**src/rtl/cbus_rr_arbiter_pkg.sv**
```systemverilog
// Shared types for the cache-bus arbiter: bus request/response structs and FSM state.
package cbus_arb_pkg;

  typedef enum logic {ARB_IDLE, ARB_BUSY} arb_state_t;

  typedef struct packed {
    logic        valid;
    logic        is_write;
    logic [31:0] addr;
    logic [7:0]  len;
    logic [31:0] data;
    logic [3:0]  strb;
  } cbus_req_t;

  typedef struct packed {
    logic        ready;
    logic        last;
    logic [31:0] data;
  } cbus_resp_t;

endpackage

```
**src/rtl/cbus_rr_arbiter_if.sv**
```systemverilog
// Bundle of requester-side and memory-side cache-bus signals around the arbiter.
interface cbus_rr_arbiter_if #(
  parameter int NUM_INPUTS = 2
);
  import cbus_arb_pkg::*;

  localparam int IDX_W = $clog2(NUM_INPUTS);

  cbus_req_t              ireqs  [NUM_INPUTS];
  cbus_resp_t             iresps [NUM_INPUTS];
  cbus_req_t              oreq;
  cbus_resp_t             oresp;
  logic [IDX_W-1:0]       grant_idx;
  logic                   busy;

  // master: the requesters and memory around the arbiter; slave: the arbiter itself
  modport master (output ireqs, oresp, input iresps, oreq, grant_idx, busy);
  modport slave  (input ireqs, oresp, output iresps, oreq, grant_idx, busy);

endinterface

```
**src/rtl/cbus_rr_arbiter_arb_picker.sv**
```systemverilog
// Combinational winner selection: starved requesters first, then rotating or fixed priority.
module arb_picker #(
  parameter int NUM_INPUTS  = 2,
  parameter int ROUND_ROBIN = 1,
  parameter int IDX_W       = 1
) (
  input  logic [NUM_INPUTS-1:0] valid,
  input  logic [IDX_W-1:0]      rr_base,
  input  logic [NUM_INPUTS-1:0] starved,
  output logic [IDX_W-1:0]      winner,
  output logic                  found
);

  logic        starve_hit;
  int unsigned cand;

  // Loops run downward so the last match written is the lowest index / nearest to rr_base.
  always_comb begin
    winner     = '0;
    found      = |valid;
    starve_hit = 1'b0;
    cand       = 0;
    for (int unsigned i = NUM_INPUTS; i > 0; i--) begin
      if (valid[i-1] && starved[i-1]) begin
        winner     = IDX_W'(i-1);
        starve_hit = 1'b1;
      end
    end
    if (!starve_hit) begin
      if (ROUND_ROBIN != 0) begin
        for (int unsigned k = NUM_INPUTS; k > 0; k--) begin
          cand = 32'(rr_base) + k - 1;
          if (cand >= 32'(NUM_INPUTS)) cand = cand - 32'(NUM_INPUTS);
          if (valid[cand]) winner = IDX_W'(cand);
        end
      end else begin
        for (int unsigned i = NUM_INPUTS; i > 0; i--) begin
          if (valid[i-1]) winner = IDX_W'(i-1);
        end
      end
    end
  end

endmodule

```
**src/rtl/cbus_rr_arbiter.sv**
```systemverilog
// N-to-1 cache-bus arbiter: burst-locked grants, round-robin or fixed priority with starvation guard.
module cbus_rr_arbiter
  import cbus_arb_pkg::*;
#(
  parameter int NUM_INPUTS  = 2,
  parameter int ROUND_ROBIN = 1,
  parameter int STARVE_MAX  = 15
) (
  input logic              clk,
  input logic              resetn,
  cbus_rr_arbiter_if.slave bus
);

  localparam int IDX_W = $clog2(NUM_INPUTS);
  localparam int CNT_W = (STARVE_MAX > 0) ? $clog2(STARVE_MAX + 1) : 1;
  localparam logic [CNT_W-1:0] STARVE_CAP = CNT_W'(STARVE_MAX);

  arb_state_t             state, state_nxt;
  logic [IDX_W-1:0]       grant_q;
  logic [IDX_W-1:0]       rr_base;
  logic [CNT_W-1:0]       starve_cnt [NUM_INPUTS];
  logic [NUM_INPUTS-1:0]  valid_vec, starved_vec;
  logic [IDX_W-1:0]       pick_idx;
  logic                   pick_found;
  logic                   owner_valid;
  logic                   leave;

  always_comb begin
    for (int unsigned i = 0; i < NUM_INPUTS; i++) begin
      valid_vec[i]   = bus.ireqs[i].valid;
      starved_vec[i] = (STARVE_MAX != 0) && (ROUND_ROBIN == 0) && (starve_cnt[i] == STARVE_CAP);
    end
  end

  arb_picker #(
    .NUM_INPUTS  (NUM_INPUTS),
    .ROUND_ROBIN (ROUND_ROBIN),
    .IDX_W       (IDX_W)
  ) u_picker (
    .valid   (valid_vec),
    .rr_base (rr_base),
    .starved (starved_vec),
    .winner  (pick_idx),
    .found   (pick_found)
  );

  assign leave         = bus.oresp.ready && bus.oresp.last;
  assign bus.grant_idx = grant_q;

  always_comb begin
    state_nxt   = state;
    bus.oreq    = '0;
    bus.busy    = 1'b0;
    owner_valid = 1'b0;
    for (int unsigned i = 0; i < NUM_INPUTS; i++) bus.iresps[i] = '0;
    case (state)
      ARB_IDLE: if (pick_found) state_nxt = ARB_BUSY;
      ARB_BUSY: begin
        bus.busy = 1'b1;
        for (int unsigned i = 0; i < NUM_INPUTS; i++) begin
          if (IDX_W'(i) == grant_q) begin
            bus.oreq      = bus.ireqs[i];
            owner_valid   = bus.ireqs[i].valid;
            bus.iresps[i] = bus.oresp;
          end
        end
        // grant is held for the whole burst even if the owner misbehaves
        bus.oreq.valid = 1'b1;
        if (leave) state_nxt = ARB_IDLE;
      end
      default: state_nxt = ARB_IDLE;
    endcase
  end

  always_ff @(posedge clk) begin
    if (!resetn) begin
      state   <= ARB_IDLE;
      grant_q <= '0;
      rr_base <= '0;
      for (int unsigned i = 0; i < NUM_INPUTS; i++) starve_cnt[i] <= '0;
    end else begin
      state <= state_nxt;
      if (state == ARB_IDLE && pick_found) begin
        grant_q <= pick_idx;
        for (int unsigned i = 0; i < NUM_INPUTS; i++) begin
          if (IDX_W'(i) == pick_idx)   starve_cnt[i] <= '0;
          else if (valid_vec[i])       starve_cnt[i] <= (starve_cnt[i] == STARVE_CAP) ? starve_cnt[i] : starve_cnt[i] + 1'b1;
          else                         starve_cnt[i] <= '0;
        end
      end
      // explicit compare so non-power-of-two counts wrap to 0
      if (state == ARB_BUSY && leave)
        rr_base <= (grant_q == IDX_W'(NUM_INPUTS - 1)) ? '0 : grant_q + 1'b1;
      if (state == ARB_BUSY)
        owner_hold_chk: assert (owner_valid)
          else $warning("cbus_rr_arbiter: owner %0d dropped valid mid-burst", grant_q);
    end
  end

endmodule

```
**src/flat_wrapper.sv**
```systemverilog
// flat-port wrapper written by rule: the top's interface ports become plain ports
module cbus_rr_arbiter_flat import cbus_arb_pkg::*;
#(
  parameter int NUM_INPUTS  = 2,
  parameter int ROUND_ROBIN = 1,
  parameter int STARVE_MAX  = 15
)
  (clk, resetn, bus_ireqs, bus_oresp, bus_iresps, bus_oreq, bus_grant_idx, bus_busy);
  cbus_rr_arbiter_if #(.NUM_INPUTS(NUM_INPUTS)) bus_i ();
  input logic clk;
  input logic resetn;
  input wire logic [$bits(bus_i.ireqs)-1:0] bus_ireqs;
  input wire logic [$bits(bus_i.oresp)-1:0] bus_oresp;
  output wire logic [$bits(bus_i.iresps)-1:0] bus_iresps;
  output wire logic [$bits(bus_i.oreq)-1:0] bus_oreq;
  output wire logic [$bits(bus_i.grant_idx)-1:0] bus_grant_idx;
  output wire logic [$bits(bus_i.busy)-1:0] bus_busy;
  assign bus_i.ireqs = {>>{bus_ireqs}};
  assign bus_i.oresp = bus_oresp;
  assign bus_iresps = {>>{bus_i.iresps}};
  assign bus_oreq = bus_i.oreq;
  assign bus_grant_idx = bus_i.grant_idx;
  assign bus_busy = bus_i.busy;
  cbus_rr_arbiter #(.NUM_INPUTS(NUM_INPUTS), .ROUND_ROBIN(ROUND_ROBIN), .STARVE_MAX(STARVE_MAX)) u_core (.clk(clk), .resetn(resetn), .bus(bus_i));
endmodule
```
**config.mk**
```make
export PLATFORM = sky130hd
export DESIGN_NAME = cbus_rr_arbiter_flat
export DESIGN_NICKNAME = d
export VERILOG_FILES = /design/src/rtl/cbus_rr_arbiter_pkg.sv /design/src/rtl/cbus_rr_arbiter_if.sv /design/src/rtl/cbus_rr_arbiter_arb_picker.sv /design/src/rtl/cbus_rr_arbiter.sv /design/src/flat_wrapper.sv
export SDC_FILE = /design/constraint.sdc
export NUM_CORES = 1
export LEC_CHECK = 0
export ABC_AREA = 1
export BUFFER_PORTS_ARGS = -buffer_cell sky130_fd_sc_hd__buf_2
export CORE_AREA = 3 3 132 134
export CTS_BUF_LIST = sky130_fd_sc_hd__clkbuf_2 sky130_fd_sc_hd__clkbuf_4 sky130_fd_sc_hd__clkbuf_8
export DETAILED_ROUTE_END_ITERATION = 8
export DIE_AREA = 0 0 135 137
export MAX_ROUTING_LAYER = met4
export PLACE_DENSITY_LB_ADDON = 0.25
export SLEW_MARGIN = 10
export SYNTH_ARGS = -nofsm -noshare
export SYNTH_HDL_FRONTEND = slang
export SYNTH_SLANG_ARGS = --single-unit
export TNS_END_PERCENT = 5
```
**constraint.sdc**
```tcl
create_clock -name clk -period 3 [get_ports clk]
set_input_delay 0.15 -clock clk [delete_from_list [all_inputs] [get_ports clk]]
set_output_delay 0.15 -clock clk [all_outputs]
set_load 0.01 [all_outputs]
```
==> After elaboration in Yosys (flattened, before gate mapping) <==
Cells that the tools add are included.
Widths: inputs -> output; s select.
{ "totals": {"word_cells": 37, "output_inout_bits": 148, "reg_bits": 3, "in_bits": 192} }
{ "op_classes": {"n_reduce_logical": 4, "addsub": 7, "order_cmp": 4, "n_mux": 18, "bitwise_logic": 1} }
{ "op_table": {"columns": ["cell", "n"], "rows": [
  ["$mux 78", 1],
  ["$mux 77", 1],
  ["$mux 34", 2],
  ["$mux 68", 1],
  ["$ge 32x2->1 const B", 2],
  ["$lt 32x2->1 const B", 2],
  ["$mux 32", 2],
  ["$mux 1", 10],
  ["$sub 4x3->5 const B", 1],
  ["$sub 3x1->4 const B", 1],
  ["$sub 3x3->4 const B", 1],
  ["$add 1x2->3 const B", 1],
  ["$logic_and 1x1->1", 3],
  ["$sub 2x1->3 const B", 1],
  ["$add 1x1->2 const B", 1],
  ["$pmux 1 s2", 1],
  ["$reduce_or 2->1", 1],
  ["$add 1x1->1 const B", 1],
  ["$not 1->1", 1]
]} }

==> Logic depth before layout (Yosys ltp) <==
Gate-level depths: netlist of the first run.
{ "logic_depth": {"depth_word": 8, "mapped_depth": 7, "mapped_depth_nobuf": 6} }

==> Cells and area by module <==
From an unflattened synthesis of the first run, not the netlist that was laid out.
{ "hier_totals": {"hier_cells": 393, "area_unflattened_um2": 1692.9} }
{ "by_module_without_submodules": {"columns": ["module", "cells_per_inst", "seq_area_each_um2", "n_inst", "area_per_inst_um2"], "rows": [
  ["cbus_rr_arbiter", 388, 60.1, 1, 1670.4],
  ["arb_picker", 5, 0.0, 1, 22.5]
]} }

==> Worst setup path after synthesis of the first run <==
No wires, ideal clock.
{ "synth_timing": {"kind": "register to output", "startpoint": "register u_core.state", "endpoint": "output port bus_iresps[36]", "path_stages_with_launch": 7, "arrival_ps": 1133, "n_path_buf": 2, "required_time_ps": 2850, "path_slack_ps": 1717, "path_cell_list": "dfxtp_1 buf_2 inv_2 nor2_8 inv_2 buf_2 nor2_1"} }
{ "synth_between": {"elab_chain_cells": 1} }
{ "synth_lines": {"columns": ["element", "line_no", "rtl"], "rows": [
  ["from (decl)", "cbus_rr_arbiter.sv:18", "arb_state_t state, state_nxt;"],
  ["from (signal assigned)", "cbus_rr_arbiter.sv:82", "state <= state_nxt;"],
  ["$mux 68", "cbus_rr_arbiter.sv:56", "case (state)"],
  ["to (decl)", "flat_wrapper.sv:14", "output wire logic [$bits(bus_i.iresps)-1:0] bus_iresps;"]
]} }
No other way between the ends.

==> Worst setup path in the final report of the first run <==
{ "layout_timing": {"startpoint": "register u_core.grant_q, in the netlist u_core.bus.grant_idx", "endpoint": "output port bus_iresps[29]"} }
{ "layout_between": {"elab_chain_cells": 2} }
{ "layout_lines": {"columns": ["element", "line_no", "rtl"], "rows": [
  ["from (decl)", "cbus_rr_arbiter.sv:19", "logic [IDX_W-1:0] grant_q;"],
  ["from (signal assigned)", "cbus_rr_arbiter.sv:84", "grant_q <= pick_idx;"],
  ["$mux 34", "cbus_rr_arbiter.sv:61", "if (IDX_W'(i) == grant_q) begin"],
  ["$mux 68", "cbus_rr_arbiter.sv:56", null]
]} }
No other way between the ends.

==> run metrics, run 1 <==
run status=finished, final reports clean; largest net degree at the start of global routing=81; worst hold path class=input pin to flop; cell area after layout=3580 um2; Ports=340; Post-Syn Area=1670 um2; die area=18500 um2; final setup fails=0; Synth area leaders=nand2_1, nand3_1, nor2_1; max_slew headroom=44.0%; Die X=135 um; Via density=3.72; Inserted Clock Buffers=3; crit path setup slack, layout=0.913 ns; Synth warnings=0; Tot Pwr=0.686 mW; Final Hold Fails=0; Total GRT Usage=10.1%; placed inst area=3520 um2; layout cell share with drive strength beyond 1=50.1%; CTS Sinks=3; Mapped Cells=389; Fill cells=1940; Fin Setup TNS=0 ns; Clock Latency Late Sink=0.21 ns; Top Family by Delay on Critical Path=buffers and inverters; CP max stage cell=buf_4; Setup Buffers After CTS=0; worst vdd ir=0.0000883 V; #FFs+latches synth=3; RSZ-0062 raised after global routing=no; initial core utilization=10.2%; Die Y=137 um; total congestion overflow=0; vias in the first global route=2995; Worst Tran Pin Value=0.840 ns; kind of critical path=flop to output port; max cap viols=0; root buf cell=clkbuf_8; Sequential Area=65.1 um2; Hold-fix buffers, CTS=0; P_leak=2.60 nW; Final Critical Period=2.09 ns; number of port buffers=339; Area Overhead vs Synth=114%; Final Hold Slack=0.190 ns; gpl congestion=0.835; first-pass GRT wire length=14800 um; CTS tree=built; period utilization=69.6%; DRC=0; skew final=0.00117 ns; Crit path arrival time=1.94 ns; Levels on crit path=5; r2r worst-path depth=6; CP Capture Type=output port; Worst Hold Depth=3; vias=3442; Clock Path Buffers=2; post-DR wirelength/cell=11.6 um; critical path startpoint category=flop; CP Max Fanout=80; PD cells=192 nW/um2; crit path buf inv count=3; syn nets=581; number of routed nets with antenna violations=0; Starting DRT DRC Count=152; DP Worst Slack=1.10 ns; Initial DRT Pass Iterations=4; Synth top area share=36.1%; clock edge transition at the registers on the reported setup and hold paths=0.03 ns; Final #Nets=896; slowest cell delay on critical path=0.61 ns; CTS resizes=0; dominant cell type by area after synthesis=nand2_1; Req. time, crit path=2.85 ns; post-synth cell types=12; Core Area=16400 um2; CP cell instances=buf_4 > nand2_1 > buf_4 > nor2_1 > buf_2; Seq/Total Area, Yosys=3.59%; antenna violations before repair=2; Syn Area/Cell=4.30 um2; max-slew violation count=0; CP most frequent cell=buf_4; wirelength, routed=10700 um; CTS H-tree lvls=1; hpwl dp=8660 um; fmax=0.479 GHz; multi-input logic area=1300 um2; num rows=47
-- routing by layer --
layer	part of all wire (%)	routed length, um	up-vias	global-route usage, %
li1	-	-	1810	-
met1	37	4020	1424	10.8
met2	52	5540	202	19.6
met3	11	1130	6	2.72
met4	0.37	40	0	0.672
met5	0	0	-	-
-- cells in the final DEF (no fill, tap or decap), types with 2 or more instances in the layout --
cell	instances
nand3_1	80
nor2_1	70
inv_2	2
inv_1	37
buf_2	339
a21oi_1	2
nand2_1	161
clkbuf_8	3
buf_4	3
diode_2	2
-- sequential cells by signal, indices dropped and copies added, names as in the netlist --
name / count
u_core.state: 1
u_core.bus.grant_idx: 1
u_core.rr_base: 1
-- synthesized netlist by cell type (all sizes together) --
| library cell | count |
|---|---|
| nand2 | 161 |
| nand3 | 80 |
| nor2 | 71 |
| inv | 39 |
| buf | 23 |
| clkbuf | 10 |
| dfxtp | 3 |
| a21oi | 2 |
-- worst reg2reg max path: stages (launching register included) --
cell and delay [ns]:
dfxtp_2 0.37, buf_4 0.61, nand2_1 0.11, buf_4 0.28, nand3_1 0.13, nand2_1 0.05
inv_1 0.05
-- stage by stage --
step / util (%) / std cells
2_1_floorplan: - / 389
3_3_place_gp: 21.5 / 919
4_1_cts: 21.8 / 923
5_1_grt: 21.8 / 925
6_report: 21.8 / 925
3_5_place_dp: 21.5 / 919
-- worst paths after layout --
kind / startpoint / to / slack, ns
setup / recovery: u_core.bus.grant_idx$_SDFFE_PN0P_ / bus_iresps[29] / 0.91
hold / removal: resetn / u_core.state$_SDFF_PN0_ / 0.19
setup reg to reg: u_core.bus.grant_idx$_SDFFE_PN0P_ / u_core.bus.grant_idx$_SDFFE_PN0P_ / 1.34
hold reg to reg: u_core.rr_base$_SDFFE_PN0P_ / u_core.rr_base$_SDFFE_PN0P_ / 0.46
-- where the power goes --
group,switching (mW),internal [mW]
clock network,0.0260,0.0996
registers,0.0113,0.0429
logic,0.288,0.218
-- cell families (layout without fill, tap and decap cells) --
kind of cell | Yosys count | count (layout) | share of synthesized area, %
buf+inv | 72 | 386 | 18.9
simple gates | 312 | 312 | 76.9
other cells | 0 | 2 | 0
compound gates | 2 | 2 | 0.598
flops | 3 | 3 | 3.59
-- layout make-up --
type | instances | area share [%]
Timing Repair Buffer | 343 | 48.6
Multi-Input combinational cell | 314 | 36.3
Tap cell | 220 | 7.69
Inverter | 39 | 4.09
Sequential cell | 3 | 1.82
Clock buffer | 4 | 1.36
Antenna cell | 2 | 0.140
Power figures use the tool's default switching activity.
==> run 2: changes to the inputs <==
- ABC_AREA: 1 -> 0
- CORE_AREA: 3 3 132 134 -> 3 3 131 133
- DIE_AREA: 0 0 135 137 -> 0 0 134 136
- clock period: 3 -> 1.7 ns (I/O delays scaled with it)
==> run metrics, run 2 <==
DRC=0; Die Y=136 um; met1 wire length=3860 um; Final Hold Fails=0; CP cell instances=buf_12 > mux2i_1 > nor2_1 > buf_2; cell area after layout=3740 um2; dominant cell type by area after synthesis=mux2i_1; Clock Path Buffers=2; Clock Latency Late Sink=0.22 ns; Setup Buffers After CTS=0; CTS Sinks=3; prevailing post-synth register cell=dfxtp_1; wirelength, routed=10600 um; met3 wire length=1120 um; CTS H-tree lvls=1; Ant. Diodes=0; placed inst area=3690 um2; number of flops mapped to enable cells by yosys=0; Req. time, crit path=1.62 ns; Worst Tran Pin Value=0.434 ns; final setup fails=0; initial core utilization=11.6%; num rows=46; RSZ-0062 raised after global routing=no; Total GRT Usage=10.1%; CP Max Fanout=37; gpl congestion=0.717; worst hold path class=input pin to flop; CP Capture Type=output port; Post-Syn Area=1850 um2; max cap viols=0; Final #Nets=782; commonest non-fill, non-tap cell in the layout=buf_2; number of routed nets with antenna violations=0; most frequent cells after synthesis=mux2i_1, nor2_1, and3_1; post-synth cell types=18; max-slew violation count=0; die area=18200 um2; most frequent cells in the layout=buf_2, mux2i_1, nor2_1; Inserted Clock Buffers=3; Synth area leaders=mux2i_1, and3_1, nor2_1; Crit path arrival time=1.48 ns; Ports=340; clock edge transition at the registers on the reported setup and hold paths=0.03 ns; Top Layer Used=met4; skew final=0.00151 ns; Core Area=15900 um2; #FFs+latches synth=3; Area Overhead vs Synth=102%; kind of critical path=flop to output port; fmax=0.637 GHz; CP max stage cell=dfxtp_4; Post-synth ARST share=0%; antenna violations before repair=0; Synth top area share=41.6%; max_slew headroom=71.1%; R2R Setup Slk=0.59 ns; post-DR wirelength/cell=13.2 um; layout cell share with drive strength beyond 1=60.6%; Fin Setup TNS=0 ns; Die X=134 um; CTS resizes=0; period utilization=92.3%; largest net degree at the start of global routing=69; Via density=3.89; number of port buffers=339; vias in the first global route=3015; root buf cell=clkbuf_8; total congestion overflow=0; Final Critical Period=1.57 ns; met2 wire len=5560 um; P_leak=2.38 nW; vias=3132; PD cells=343 nW/um2; slowest cell delay on critical path=0.47 ns; hpwl dp=8930 um; Seq/Total Area, Yosys=3.25%; Mapped Cells=269; first-pass GRT wire length=14700 um; syn nets=461; worst vdd ir=0.000147 V; Starting DRT DRC Count=108; Hold-fix buffers, CTS=0; CTS tree=built; Synth warnings=0; Syn Area/Cell=6.88 um2; Initial DRT Pass Iterations=4; critical path startpoint category=flop; run status=finished, final reports clean
[run 2: changes by cell type after synthesis, sizes merged]
cell	before	now
inv	39	4
nand3	80	1
o211ai	0	1
o311a	0	1
clkbuf	10	17
buf	23	16
mux2i	0	77
a21boi	0	1
a21oi	2	1
and3	0	68
nand2	161	0
nor2	71	77
o21ai	0	2
[run 2: area by class of cell]
cell class | count | area, um2
sequential | 3 | 65.1
inverter | 4 | 15.0
timing repair buffer | 349 | 1810
fill | 1794 | 12200
clock buffer | 4 | 48.8
tap | 216 | 270
multi-input combinational | 229 | 1530
[run 2: path summary, 6_finish.rpt]
check	depth (start not counted)	end	from
max reg2reg	3	u_core.rr_base$_SDFFE_PN0P_	u_core.bus.grant_idx$_SDFFE_PN0P_
min	2	u_core.state$_SDFF_PN0_	bus_ireqs[77]
max	4	bus_oreq[49]	u_core.bus.grant_idx$_SDFFE_PN0P_
min reg2reg	2	u_core.rr_base$_SDFFE_PN0P_	u_core.rr_base$_SDFFE_PN0P_
[run 2: report_power, final]
part | internal (mW) | switching (mW)
clock network | 0.176 | 0.0466
registers | 0.0759 | 0.0150
logic | 0.480 | 0.489
total | 0.731 | 0.551
[run 2: kinds of logic after synthesis]
family,after synthesis,share of synthesized area [%]
AND/OR/NAND/NOR,146,38.9
multiplexers,77,41.6
buffers and inverters,37,14.1
AO/OA/AOI/OAI,6,2.16
flip-flops,3,3.25
[run 2: critical path: cells and delay by family, from the launching register on]
kind	cells	cell delay (ns)
buffers and inverters	2	0.44
muxes	1	0.27
DFF	1	0.47
and+or+nand+nor	1	0.06
[run 2: per-layer routing]
| metal | track usage, % | up-vias |
|---|---|---|
| met5 | - | - |
| met4 | 1.71 | 0 |
| met3 | 1.78 | 6 |
| met2 | 19.6 | 219 |
| met1 | 10.8 | 1332 |
| li1 | - | 1575 |
[run 2: through the flow]
| stage | hold WS (ns) | setup WS [ns] | util, % | total power, mW | std cells |
|---|---|---|---|---|---|
| after floorplan | 0.223 | 0.526 | - | 0.607 | 269 |
| after global placement | 0.350 | 0.346 | 23.1 | 1.08 | 801 |
| after detailed placement | 0.349 | 0.306 | 23.1 | 1.07 | 801 |
| after CTS | 0.123 | 0.0735 | 23.5 | 1.31 | 805 |
| after global routing | 0.133 | 0.0425 | 23.5 | 1.40 | 805 |
| final | 0.127 | 0.130 | 23.5 | 1.28 | 805 |
